File: src/rtl/quiz_buzzer_n.sv
`default_nettype none
// ============================================================================
// Module   : quiz_buzzer_n
// Brief    : N-player quiz buzzer. Edge-detected presses, first single press
//            arms a timed answer window; wrongly-judged players are locked out
//            until the host clears the question.
// Options  : BUZZER_TIE_PRIO_EN - when defined, a simultaneous press is
//            resolved in favour of the lowest-index pressing player instead
//            of being rejected (tie_p pulses in both builds).
// Revision : 1.0 - initial release
// ============================================================================
module quiz_buzzer_n #(
  parameter int N_PLAYERS = 4,
  parameter int CNT_W     = 16,
  parameter int TIMEOUT   = 1000,
  localparam int WIN_W    = (N_PLAYERS > 2) ? $clog2(N_PLAYERS) : 1
) (
  input  logic                 clk,
  input  logic                 rst,
  input  logic [N_PLAYERS-1:0] sw,
  input  logic                 clr,
  input  logic                 judge_ok,
  input  logic                 judge_ng,
  output logic [N_PLAYERS-1:0] led,
  output logic [WIN_W-1:0]     winner,
  output logic                 busy,
  output logic                 correct,
  output logic [N_PLAYERS-1:0] lockout,
  output logic                 all_out,
  output logic                 tie_p,
  output logic                 timeout_p
);

  localparam logic [1:0] ST_IDLE = 2'd0;
  localparam logic [1:0] ST_ACT  = 2'd1;
  localparam logic [1:0] ST_DONE = 2'd2;

  // A zero TIMEOUT disables the window, so the timer is simply parked at 0.
  localparam logic             TMO_EN   = (TIMEOUT != 0);
  localparam logic [CNT_W-1:0] TMR_LOAD = (TIMEOUT == 0) ? '0 : CNT_W'(TIMEOUT - 1);
  localparam logic [N_PLAYERS-1:0] ONE  = N_PLAYERS'(1);

`ifdef BUZZER_TIE_PRIO_EN
  localparam logic TIE_PRIO = 1'b1;
`else
  localparam logic TIE_PRIO = 1'b0;
`endif

  logic [1:0]           state_q,   state_d;
  logic [N_PLAYERS-1:0] sw_q;
  logic [N_PLAYERS-1:0] led_q,     led_d;
  logic [WIN_W-1:0]     winner_q,  winner_d;
  logic [N_PLAYERS-1:0] lockout_q, lockout_d;
  logic [CNT_W-1:0]     timer_q,   timer_d;
  logic                 busy_q, correct_q, all_out_q;
  logic                 tie_q,  tie_d;
  logic                 tmo_q,  tmo_d;

  logic [N_PLAYERS-1:0] rise_w;
  logic [4:0]           rise_cnt_w;
  logic [WIN_W-1:0]     first_w;

  // Rising edges from eligible players, their count and the lowest index.
  always_comb begin
    rise_w     = sw & ~sw_q & ~lockout_q;
    rise_cnt_w = '0;
    first_w    = '0;
    for (int i = N_PLAYERS - 1; i >= 0; i--) begin
      rise_cnt_w = rise_cnt_w + 5'(rise_w[i]);
      if (rise_w[i]) first_w = WIN_W'(i);
    end
  end

  // Question state machine; clr overrides everything including pulses.
  always_comb begin
    state_d   = state_q;
    led_d     = led_q;
    winner_d  = winner_q;
    lockout_d = lockout_q;
    timer_d   = timer_q;
    tie_d     = 1'b0;
    tmo_d     = 1'b0;
    if (clr) begin
      state_d   = ST_IDLE;
      led_d     = '0;
      winner_d  = '0;
      lockout_d = '0;
      timer_d   = '0;
    end else begin
      case (state_q)
        ST_IDLE: begin
          tie_d = (rise_cnt_w >= 5'd2);
          if ((rise_cnt_w == 5'd1) || (tie_d && TIE_PRIO)) begin
            state_d  = ST_ACT;
            winner_d = first_w;
            led_d    = ONE << first_w;
            timer_d  = TMR_LOAD;
          end
        end
        ST_ACT: begin
          if (judge_ok) begin
            state_d = ST_DONE;
          end else if (judge_ng || (TMO_EN && (timer_q == '0))) begin
            // led_q is one-hot on the current winner, so it doubles as the lockout mask.
            lockout_d = lockout_q | led_q;
            tmo_d     = ~judge_ng;
            state_d   = ST_IDLE;
            led_d     = '0;
            winner_d  = '0;
            timer_d   = '0;
          end else if (TMO_EN) begin
            timer_d = timer_q - 1'b1;
          end
        end
        ST_DONE: begin
          state_d = ST_DONE;
        end
        default: begin
          state_d = ST_IDLE;
        end
      endcase
    end
  end

  // State and registered outputs; sw_q resets high so held buttons never fire.
  always_ff @(posedge clk) begin
    if (rst) begin
      state_q   <= ST_IDLE;
      sw_q      <= '1;
      led_q     <= '0;
      winner_q  <= '0;
      lockout_q <= '0;
      timer_q   <= '0;
      busy_q    <= 1'b0;
      correct_q <= 1'b0;
      all_out_q <= 1'b0;
      tie_q     <= 1'b0;
      tmo_q     <= 1'b0;
    end else begin
      state_q   <= state_d;
      sw_q      <= sw;
      led_q     <= led_d;
      winner_q  <= winner_d;
      lockout_q <= lockout_d;
      timer_q   <= timer_d;
      busy_q    <= (state_d != ST_IDLE);
      correct_q <= (state_d == ST_DONE);
      all_out_q <= &lockout_d;
      tie_q     <= tie_d;
      tmo_q     <= tmo_d;
    end
  end

  assign led       = led_q;
  assign winner    = winner_q;
  assign busy      = busy_q;
  assign correct   = correct_q;
  assign lockout   = lockout_q;
  assign all_out   = all_out_q;
  assign tie_p     = tie_q;
  assign timeout_p = tmo_q;

endmodule
`default_nettype wire

File: config.mk
export PLATFORM = sky130hd
export DESIGN_NAME = quiz_buzzer_n
export DESIGN_NICKNAME = d
export VERILOG_FILES = /design/src/rtl/quiz_buzzer_n.sv
export SDC_FILE = /design/constraint.sdc
export NUM_CORES = 1
export LEC_CHECK = 0
export CAP_MARGIN = 20
export CORE_AREA = 2 2 59 61
export CTS_CLUSTER_SIZE = 24
export DETAILED_ROUTE_END_ITERATION = 10
export DIE_AREA = 0 0 61 63
export GPL_ROUTABILITY_DRIVEN = 0
export PLACE_DENSITY = 0.89
export SYNTH_ARGS = -nofsm -noshare
export SYNTH_HDL_FRONTEND = slang
export SYNTH_SLANG_ARGS = --single-unit
export TNS_END_PERCENT = 1
File: constraint.sdc
create_clock -name clk -period 5.3 [get_ports clk]
set_clock_uncertainty 0.15 [all_clocks]
set_input_delay 0.53 -clock clk [delete_from_list [all_inputs] [get_ports clk]]
set_output_delay 0.53 -clock clk [all_outputs]
set_load 0.005 [all_outputs]
Word-level counts from Yosys, hierarchy flattened
Cells that the tools add are included.

storage, ports and cells
  flip-flop bits (word level) = 37
  input port bits = 9
  word-level logic and storage cells = 69

operators by class
  add/subtract/negate cells = 4
  magnitude comparators = 1
  equality and inequality tests = 7
  shift-type cells = 1
  multiplexer cells = 25
  bitwise operators = 9
  reduce and logical (&&, ||, !) cells = 11

operators by type and width
  cell                                                                    number
  16-bit 2-to-1 mux                                                       3
  16-bit case mux with 2 select lines                                     1
  4-bit 2-to-1 mux                                                        7
  2-bit 2-to-1 mux                                                        11
  16-bit zero test                                                        1
  16-bit by 1-bit subtractor with 16-bit output (second input constant)   1
  4-bit bitwise AND                                                       2
  4-bit inverter                                                          2
  4-bit case mux with 2 select lines                                      1
  4-bit AND reduction                                                     2
  2-bit inequality test (second input constant)                           3
  2-bit case mux with 3 select lines                                      1
  5-bit OR reduction                                                      1
  3-bit by 1-bit adder with 4-bit output                                  1
  2-bit equality test (second input constant)                             2
  4-bit by 1-bit equality test with 1-bit output (second input constant)  1
  4-bit by 2-bit >= comparator with 1-bit output (second input constant)  1
  1-bit inverter                                                          4
  4-bit bitwise OR                                                        1
  2-bit case mux with 2 select lines                                      1
  2-bit nonzero test                                                      2
  1-bit by 2-bit << shifter with 4-bit output (first input constant)      1
  2-bit by 1-bit adder with 3-bit output                                  1
  3-bit AND reduction                                                     1
  other kinds (6)                                                         6

Depth between registers and ports, before layout
Gate-level depths: netlist (run 1).

  depth after elaboration = 11
  mapped depth = 14

Worst setup path after synthesis (run 1)
Ideal clock, no wire load.

  path kind = input to register
  from = input port sw[1]
  to = register timer_q[13]
  setup time = 0.101 ns
  arrival time = 3.314 ns
  slack = 1.735 ns
  cell stages on the path = 12
  path through = nor3b_1 > inv_1 > fa_1 > inv_1 > ha_1 > inv_1 > ha_1 > or3b_1 > o21a_1 > nor3_2 > nand2_1 > o41ai_1

between the ends
  cells in the longest elaborated chain, start to end = 7

RTL lines
  what                                            RTL line  text
  start: declaration                              20        input logic [N_PLAYERS-1:0] sw,
  4-bit bitwise AND (2 in a row)                  65        rise_w = sw & ~sw_q & ~lockout_q;
  2-bit by 1-bit adder with 3-bit output          69        rise_cnt_w = rise_cnt_w + 5'(rise_w[i]);
  3-bit by 1-bit adder with 4-bit output          69
  4-bit by 1-bit equality test with 1-bit output  93        if ((rise_cnt_w == 5'd1) || (tie_d && TIE_PRIO)) begin
  2-bit inequality test (no source line)          -
  3-bit AND reduction (no source line)            -
  end signal: assignment                          145       timer_q <= timer_d;
  end: declaration                                54        logic [CNT_W-1:0] timer_q, timer_d;

Every way passes these cells.
A chain may end at the register's enable or synchronous reset.

Final worst setup path (run 1)
Ends and elaborated chain as after synthesis.

==> flow_summary.yaml, run 1 <==
logic_synthesis:
  syn-num-nets: 219
  synth_cell_types: 47
  synth_area_sq_mm: 0.00178
  synth_enable_flop_cells: 0
  synth-seq-cells: 37
  syn_area_per_cell_sq_um: 8.72
  yosysSeqAreaShare: 0.416
  yosys_most_used_dff: "dfxtp_1"
  async_reset_ff_frac: 0
  synthCells: 204
  yosysWarnings: 0
global_route:
  gr-total-overflow: 0
  grt_max_degree: 18
  grtUsageTotal: 0.230
  grt_pass1_vias: 1484
  grt_pass1_wl_um: 6640
  antenna_found_initial: 0
final_layout:
  final_nets: 244
  final_cell_area_sq_mm: 0.00212
  area_growth_syn_to_layout_pct: 18.9
  post-route-util: 0.655
  final_layout_size_suffix_gt1_frac: 0.109
  n_antenna_cell: 0
clock_tree:
  clockBufferDepth: 2
  clkTransAtPathRegs_ns: 0.11
  cts_made_buffers: 5
  clk-insertion-delay-late_ns: 0.35
  postCtsResizedCells: 0
  cts.sinks: 37
  htreeDepth: 2
  hold_buffers: 0
  cts_root_buf: "clkbuf_4"
  cts_tree: "done"
  cts_setup_buffers: 0
worst_setup_path:
  crit_buf_inv: 4
  crit_path_start_kind: "primary input"
  cp_slowest_cell: "fa_1"
  critPathKind: "primary input to flop"
  worstPathRequired_ns: 5.40
  arrival_ns: 4.22
  cp_top_family: "simple AND/OR/NAND/NOR gates"
  crit_top_cell: "inv_1"
  cp_max_fo: 7
  crit_path_cell_trace: "clkdlybuf4s50_1 -> nor3b_1 -> inv_1 -> fa_1 -> inv_1 -> ha_1 -> inv_1 -> ha_1 -> or3b_1 -> o21a_1 -> nor3_2 -> nand2_1 -> o41ai_1"
  end_kind: "flop"
  critPathMaxStageDelay_ns: 0.53
sta:
  worst_pin_slew_ns: 0.752
  setup_viol: 0
  final_hold_viol_count: 0
  layout_min_cycle_time_ns: 4.12
  slew_violations: 0
  rsz0062_at_grt: "false"
  relSlewSlack: 0.499
  max_freq_ghz: 0.243
  setup-tns-final_ns: 0
  fin_crit_sh: 0.777
die:
  initial_core_util: 0.551
  ios: 24
  core_area_sq_mm: 0.00323
  dieArea_sq_mm: 0.00384
  fp.dieW_um: 61
  fp-row-count: 21
  die_h_um: 63
flow_run:
  maxCapViolCount: 0
power_and_ir_drop:
  leakagePower_nw: 0.806
  ir_worst_vdd_mv: 0.178
  power_density_mw_per_mm2: 292
routing:
  first_pass_iters: 4
  vias: 1592
  drt_wl_total_um: 3950
  ant_nets: 0
  drc_errors: 0
  post_drt_wl_per_cell_um: 14.3
  avgViaCountPerCell: 5.77
  drt_iter0_drc: 78
worst_hold_path:
  worstHoldPathType: "flop to flop"
place:
  portBuffers: 23
  place_area_sq_mm: 0.00204
  hpwl_um: 2890
run_status:
  status: "finished clean"
## state kept, by name, indices dropped and copies added (netlist names)
register and flops:
winner 2, state_q 2, timer_q 16, sw_q 4
led 4, busy 1, correct 1, lockout 4
all_out 1, tie_p 1, timeout_p 1
## placed cells by master (no fill, tap or decap), drive strengths merged, types with 2 or more instances in the layout
| cell | Yosys | layout |
|---|---|---|
| nand3 | 6 | 6 |
| nand2 | 18 | 18 |
| nor3 | 3 | 3 |
| a21oi | 12 | 12 |
| clkdlybuf4s50 | 0 | 23 |
| a32o | 2 | 2 |
| nand3b | 3 | 3 |
| clkbuf | 3 | 6 |
| nor3b | 2 | 2 |
| dfxtp | 37 | 37 |
| and2 | 2 | 2 |
| o211ai | 6 | 6 |
| inv | 11 | 11 |
| nor2 | 22 | 22 |
| a211oi | 4 | 4 |
| or4 | 2 | 2 |
| nor4 | 4 | 4 |
| a32oi | 2 | 2 |
| a31oi | 7 | 7 |
| o41ai | 3 | 3 |
| o21ai | 13 | 13 |
| a21o | 2 | 2 |
| or2 | 10 | 10 |
| nor2b | 5 | 5 |
| or3b | 3 | 3 |
| ha | 5 | 5 |
| nor4b | 2 | 2 |
## cell families (layout without fill, tap and decap cells)
| family | after synthesis | after routing | share of synthesized area |
|---|---|---|---|
| AO/OA/AOI/OAI | 58 | 58 | 0.214 |
| adder cells (fa/ha/maj) | 6 | 6 | 0.0464 |
| buffers and inverters | 17 | 43 | 0.0450 |
| flip-flops | 37 | 37 | 0.416 |
| AND/OR/NAND/NOR | 86 | 86 | 0.278 |
## final cells by class
| class | instances | area [sq um] |
|---|---|---|
| timing repair buffer | 24 | 238 |
| sequential | 37 | 741 |
| clock inverter | 2 | 38.8 |
| clock buffer | 6 | 41.3 |
| inverter | 11 | 41.3 |
| multi-input combinational | 150 | 958 |
| fill | 276 | 1120 |
| tap | 46 | 57.6 |
## path summary, 6_finish.rpt
path,start,end,slack (ns),cells past startpoint
worst max-delay path,sw[1],timer_q[13]$_SDFFE_PP0P_,1.18,13
worst min-delay path,timer_q[15]$_SDFFE_PP0P_,timer_q[15]$_SDFFE_PP0P_,0.32,1
worst min register to register,timer_q[15]$_SDFFE_PP0P_,timer_q[15]$_SDFFE_PP0P_,0.32,1
worst max register to register,lockout[1]$_SDFF_PP0_,timer_q[13]$_SDFFE_PP0P_,1.49,12
## Yosys cell counts (all sizes together), types with 3 or more instances
| cell type | instances | share of area |
|---|---|---|
| a211oi | 4 | 0.017 |
| ha | 5 | 0.035 |
| nor4 | 4 | 0.021 |
| o41ai | 3 | 0.015 |
| o211ai | 6 | 0.025 |
| a31oi | 7 | 0.025 |
| o21ai | 13 | 0.037 |
| or2 | 10 | 0.035 |
| or3b | 3 | 0.015 |
| clkbuf | 3 | 0.0063 |
| nand2 | 18 | 0.038 |
| nand3 | 6 | 0.017 |
| buf | 3 | 0.015 |
| nand3b | 3 | 0.013 |
| nor2 | 22 | 0.048 |
| nor2b | 5 | 0.018 |
| inv | 11 | 0.023 |
| nor3 | 3 | 0.014 |
| dfxtp | 37 | 0.42 |
| a21oi | 12 | 0.034 |
## metrics by stage
stage	worst slack, ns	power [mW]	std cells	hold WS (ns)
6_report	1.18	0.618	276	0.319
5_1_grt	0.957	0.653	276	0.359
4_1_cts	1.22	0.620	276	0.321
3_5_place_dp	0.866	0.429	268	0.304
3_3_place_gp	0.989	0.426	268	0.294
2_1_floorplan	1.74	0.400	204	0.277
## routing by layer
metal  up-vias  GRT usage  wire length [um]
met5         -          0                 0
met4         0     0.0978                68
met3         5     0.0766               155
met2        33      0.340              1900
met1       757      0.302              1830
li1        797          -                 -
## worst reg2reg max path: cells and delay by family, from the launching register on
family                     cells  cell delay (ns)
DFF                            1             0.35
adders and majority gates      3             0.96
and+or+nand+nor                4             1.43
AOI/OAI and AO/OA              2             0.55
buffers and inverters          3             0.27
## where the power goes
group / internal (mW) / total [mW] / switching [mW]
logic: 0.0498 / 0.128 / 0.0784
registers: 0.288 / 0.297 / 0.00939
clock network: 0.100 / 0.193 / 0.0927
total: 0.438 / 0.618 / 0.180
(Power assumes the default switching activity.)
==> inputs of run 2 (changes only) <==
--- a/config.mk
+++ b/config.mk
@@ -6,12 +6,12 @@
 export NUM_CORES = 1
 export LEC_CHECK = 0
 export CAP_MARGIN = 20
-export CORE_AREA = 2 2 59 61
+export CORE_AREA = 2 2 64 66
 export CTS_CLUSTER_SIZE = 24
 export DETAILED_ROUTE_END_ITERATION = 10
-export DIE_AREA = 0 0 61 63
+export DIE_AREA = 0 0 66 68
 export GPL_ROUTABILITY_DRIVEN = 0
-export PLACE_DENSITY = 0.89
+export PLACE_DENSITY = 0.81
 export SYNTH_ARGS = -nofsm -noshare
 export SYNTH_HDL_FRONTEND = slang
 export SYNTH_SLANG_ARGS = --single-unit
==> constraint.sdc (replaced) <==
create_clock -name clk -period 3.37 [get_ports clk]
set_clock_uncertainty 0.15 [all_clocks]
set_input_delay 0.337 -clock clk [delete_from_list [all_inputs] [get_ports clk]]
set_output_delay 0.337 -clock clk [all_outputs]
set_load 0.005 [all_outputs]
==> run 2 against run 1 <==
  * The run now ends with setup timing left
  * Final cell count rose by 6.2%
  * Worst hold slack worse by 0.0051 ns
  * Design area rose by 9.2%
  * Sequential share of layout area fell by 2.9 points
  * Clock power grew 51%
  * Core utilization fell by 5.6 points
==> flow_summary.yaml, run 2 (same netlist as run 1, synthesis figures left out) <==
run_status:
  status: "finished with violations"
  violations: "setup timing"
die:
  fp.dieW_um: 66
  dieArea_sq_mm: 0.00449
  core_area_sq_mm: 0.00386
  initial_core_util: 0.461
  die_h_um: 68
  ios: 24
  fp-row-count: 23
worst_setup_path:
  crit_path_start_kind: "primary input"
  end_kind: "flop"
  crit_path_cell_trace: "clkdlybuf4s50_1 -> nor3b_4 -> inv_2 -> fa_1 -> inv_1 -> ha_1 -> inv_1 -> ha_1 -> or3b_4 -> o21a_4 -> nor3_4 -> nand2_2 -> o41ai_2"
  cp_slowest_cell: "clkdlybuf4s50_1"
  critPathMaxStageDelay_ns: 0.51
  critPathKind: "primary input to flop"
  worstPathRequired_ns: 3.41
  reg2reg_depth: 13
  arrival_ns: 3.43
  cp_max_fo: 4
final_layout:
  final_layout_size_suffix_gt1_frac: 0.193
  final_common_cell: "dfxtp_1"
  final_cell_area_sq_mm: 0.00231
  final_cell_mix: "37 x dfxtp_1, 23 x clkdlybuf4s50_1, 20 x nor2_1"
  fin_cells: 293
  post-route-util: 0.599
  area_growth_syn_to_layout_pct: 29.8
  n_antenna_cell: 0
  final_nets: 257
  regMostFlops: "timer_q"
  nFillCells: 333
  largest_register_ffs: 16
routing:
  post_drt_wl_per_cell_um: 15.3
  drt_wl_total_um: 4480
  vias: 1720
  first_pass_iters: 4
  drc_errors: 0
  drt_iter0_drc: 90
  avgViaCountPerCell: 5.87
  ant_nets: 0
power_and_ir_drop:
  power_density_mw_per_mm2: 439
  ir_worst_vdd_mv: 0.286
  leakagePower_nw: 0.894
  power.total_mw: 1.01
clock_tree:
  htreeDepth: 2
  clkTransAtPathRegs_ns: 0.07
  clk-insertion-delay-late_ns: 0.29
  cts.sinks: 37
  cts_made_buffers: 5
  cts_tree: "done"
  cts_root_buf: "clkbuf_8"
  clockBufferDepth: 2
  cts_setup_buffers: 0
sta:
  slew_violations: 0
  relSlewSlack: 0.545
  holdWs_ns: 0.314
  worst_pin_slew_ns: 0.681
  setup-tns-final_ns: -0.0162
  setup_viol: 1
  fin_crit_sh: 1.00
  final_hold_viol_count: 0
  max_freq_ghz: 0.295
  fin_ws_ns: -0.0162
  layout_min_cycle_time_ns: 3.39
place:
  place_ws_ns: -0.355
  portBuffers: 23
  dpl.cell_count: 285
  place_area_sq_mm: 0.00216
  hpwl_um: 3040
global_route:
  antenna_found_initial: 0
  grt_pass1_vias: 1539
  grtUsageTotal: 0.206
  grt_max_degree: 18
  grt_pass1_wl_um: 6920
  gr-total-overflow: 0
flow_run:
  maxCapViolCount: 0
worst_hold_path:
  worstHoldPathType: "flop to flop"
  holdPathStages: 1
-- run 2: changes by cell type in the layout (fill, tap and decap cells not counted), moves of 2 or more --
cell	change
buf_6	+2
clkbuf_1	+2
buf_4	+10
clkbuf_4	-5
clkbuf_8	+5
-- run 2: final cells by class --
cell class,instances,area [sq um],area share
Clock buffer,8,80.1,0.0347
Tap cell,50,62.6,0.0271
Sequential cell,37,741,0.321
Inverter,11,41.3,0.0179
Multi-Input combinational cell,150,1030,0.446
Timing Repair Buffer,37,355,0.154
-- run 2: final timing paths --
| path | slack (ns) | end | from |
|---|---|---|---|
| worst max-delay path | -0.02 | timer_q[13]$_SDFFE_PP0P_ | sw[1] |
| worst min-delay path | 0.31 | winner[1]$_SDFFE_PP0P_ | winner[1]$_SDFFE_PP0P_ |
| worst max register to register | 0.15 | timer_q[13]$_SDFFE_PP0P_ | lockout[0]$_SDFF_PP0_ |
| worst min register to register | 0.31 | winner[1]$_SDFFE_PP0P_ | winner[1]$_SDFFE_PP0P_ |
-- run 2: layer usage --
metal  track usage  vias up  part of all wire
li1              -      826                 -
met1         0.253      804              0.43
met2         0.330       73              0.48
met3        0.0526       17             0.058
met4         0.115        0             0.027
met5             0        -                 0
-- run 2: critical path, delay by kind of cell --
kind / cells / cell delay (ns)
AO/OA/AOI/OAI: 2 / 0.48
adder cells (fa/ha/maj): 3 / 0.95
buffers and inverters: 4 / 0.69
AND/OR/NAND/NOR: 4 / 0.98
-- run 2: timing repair --
action	in CTS	in global routing
gates resized for setup	1	16
hold buffers	0	0
pin swaps	0	6
setup endpoints to repair	4	20
-- run 2: report_power, final --
group          total [mW]  switching [mW]  internal (mW)
logic               0.254           0.145          0.109
registers           0.468          0.0156          0.453
clock network       0.291           0.144          0.147
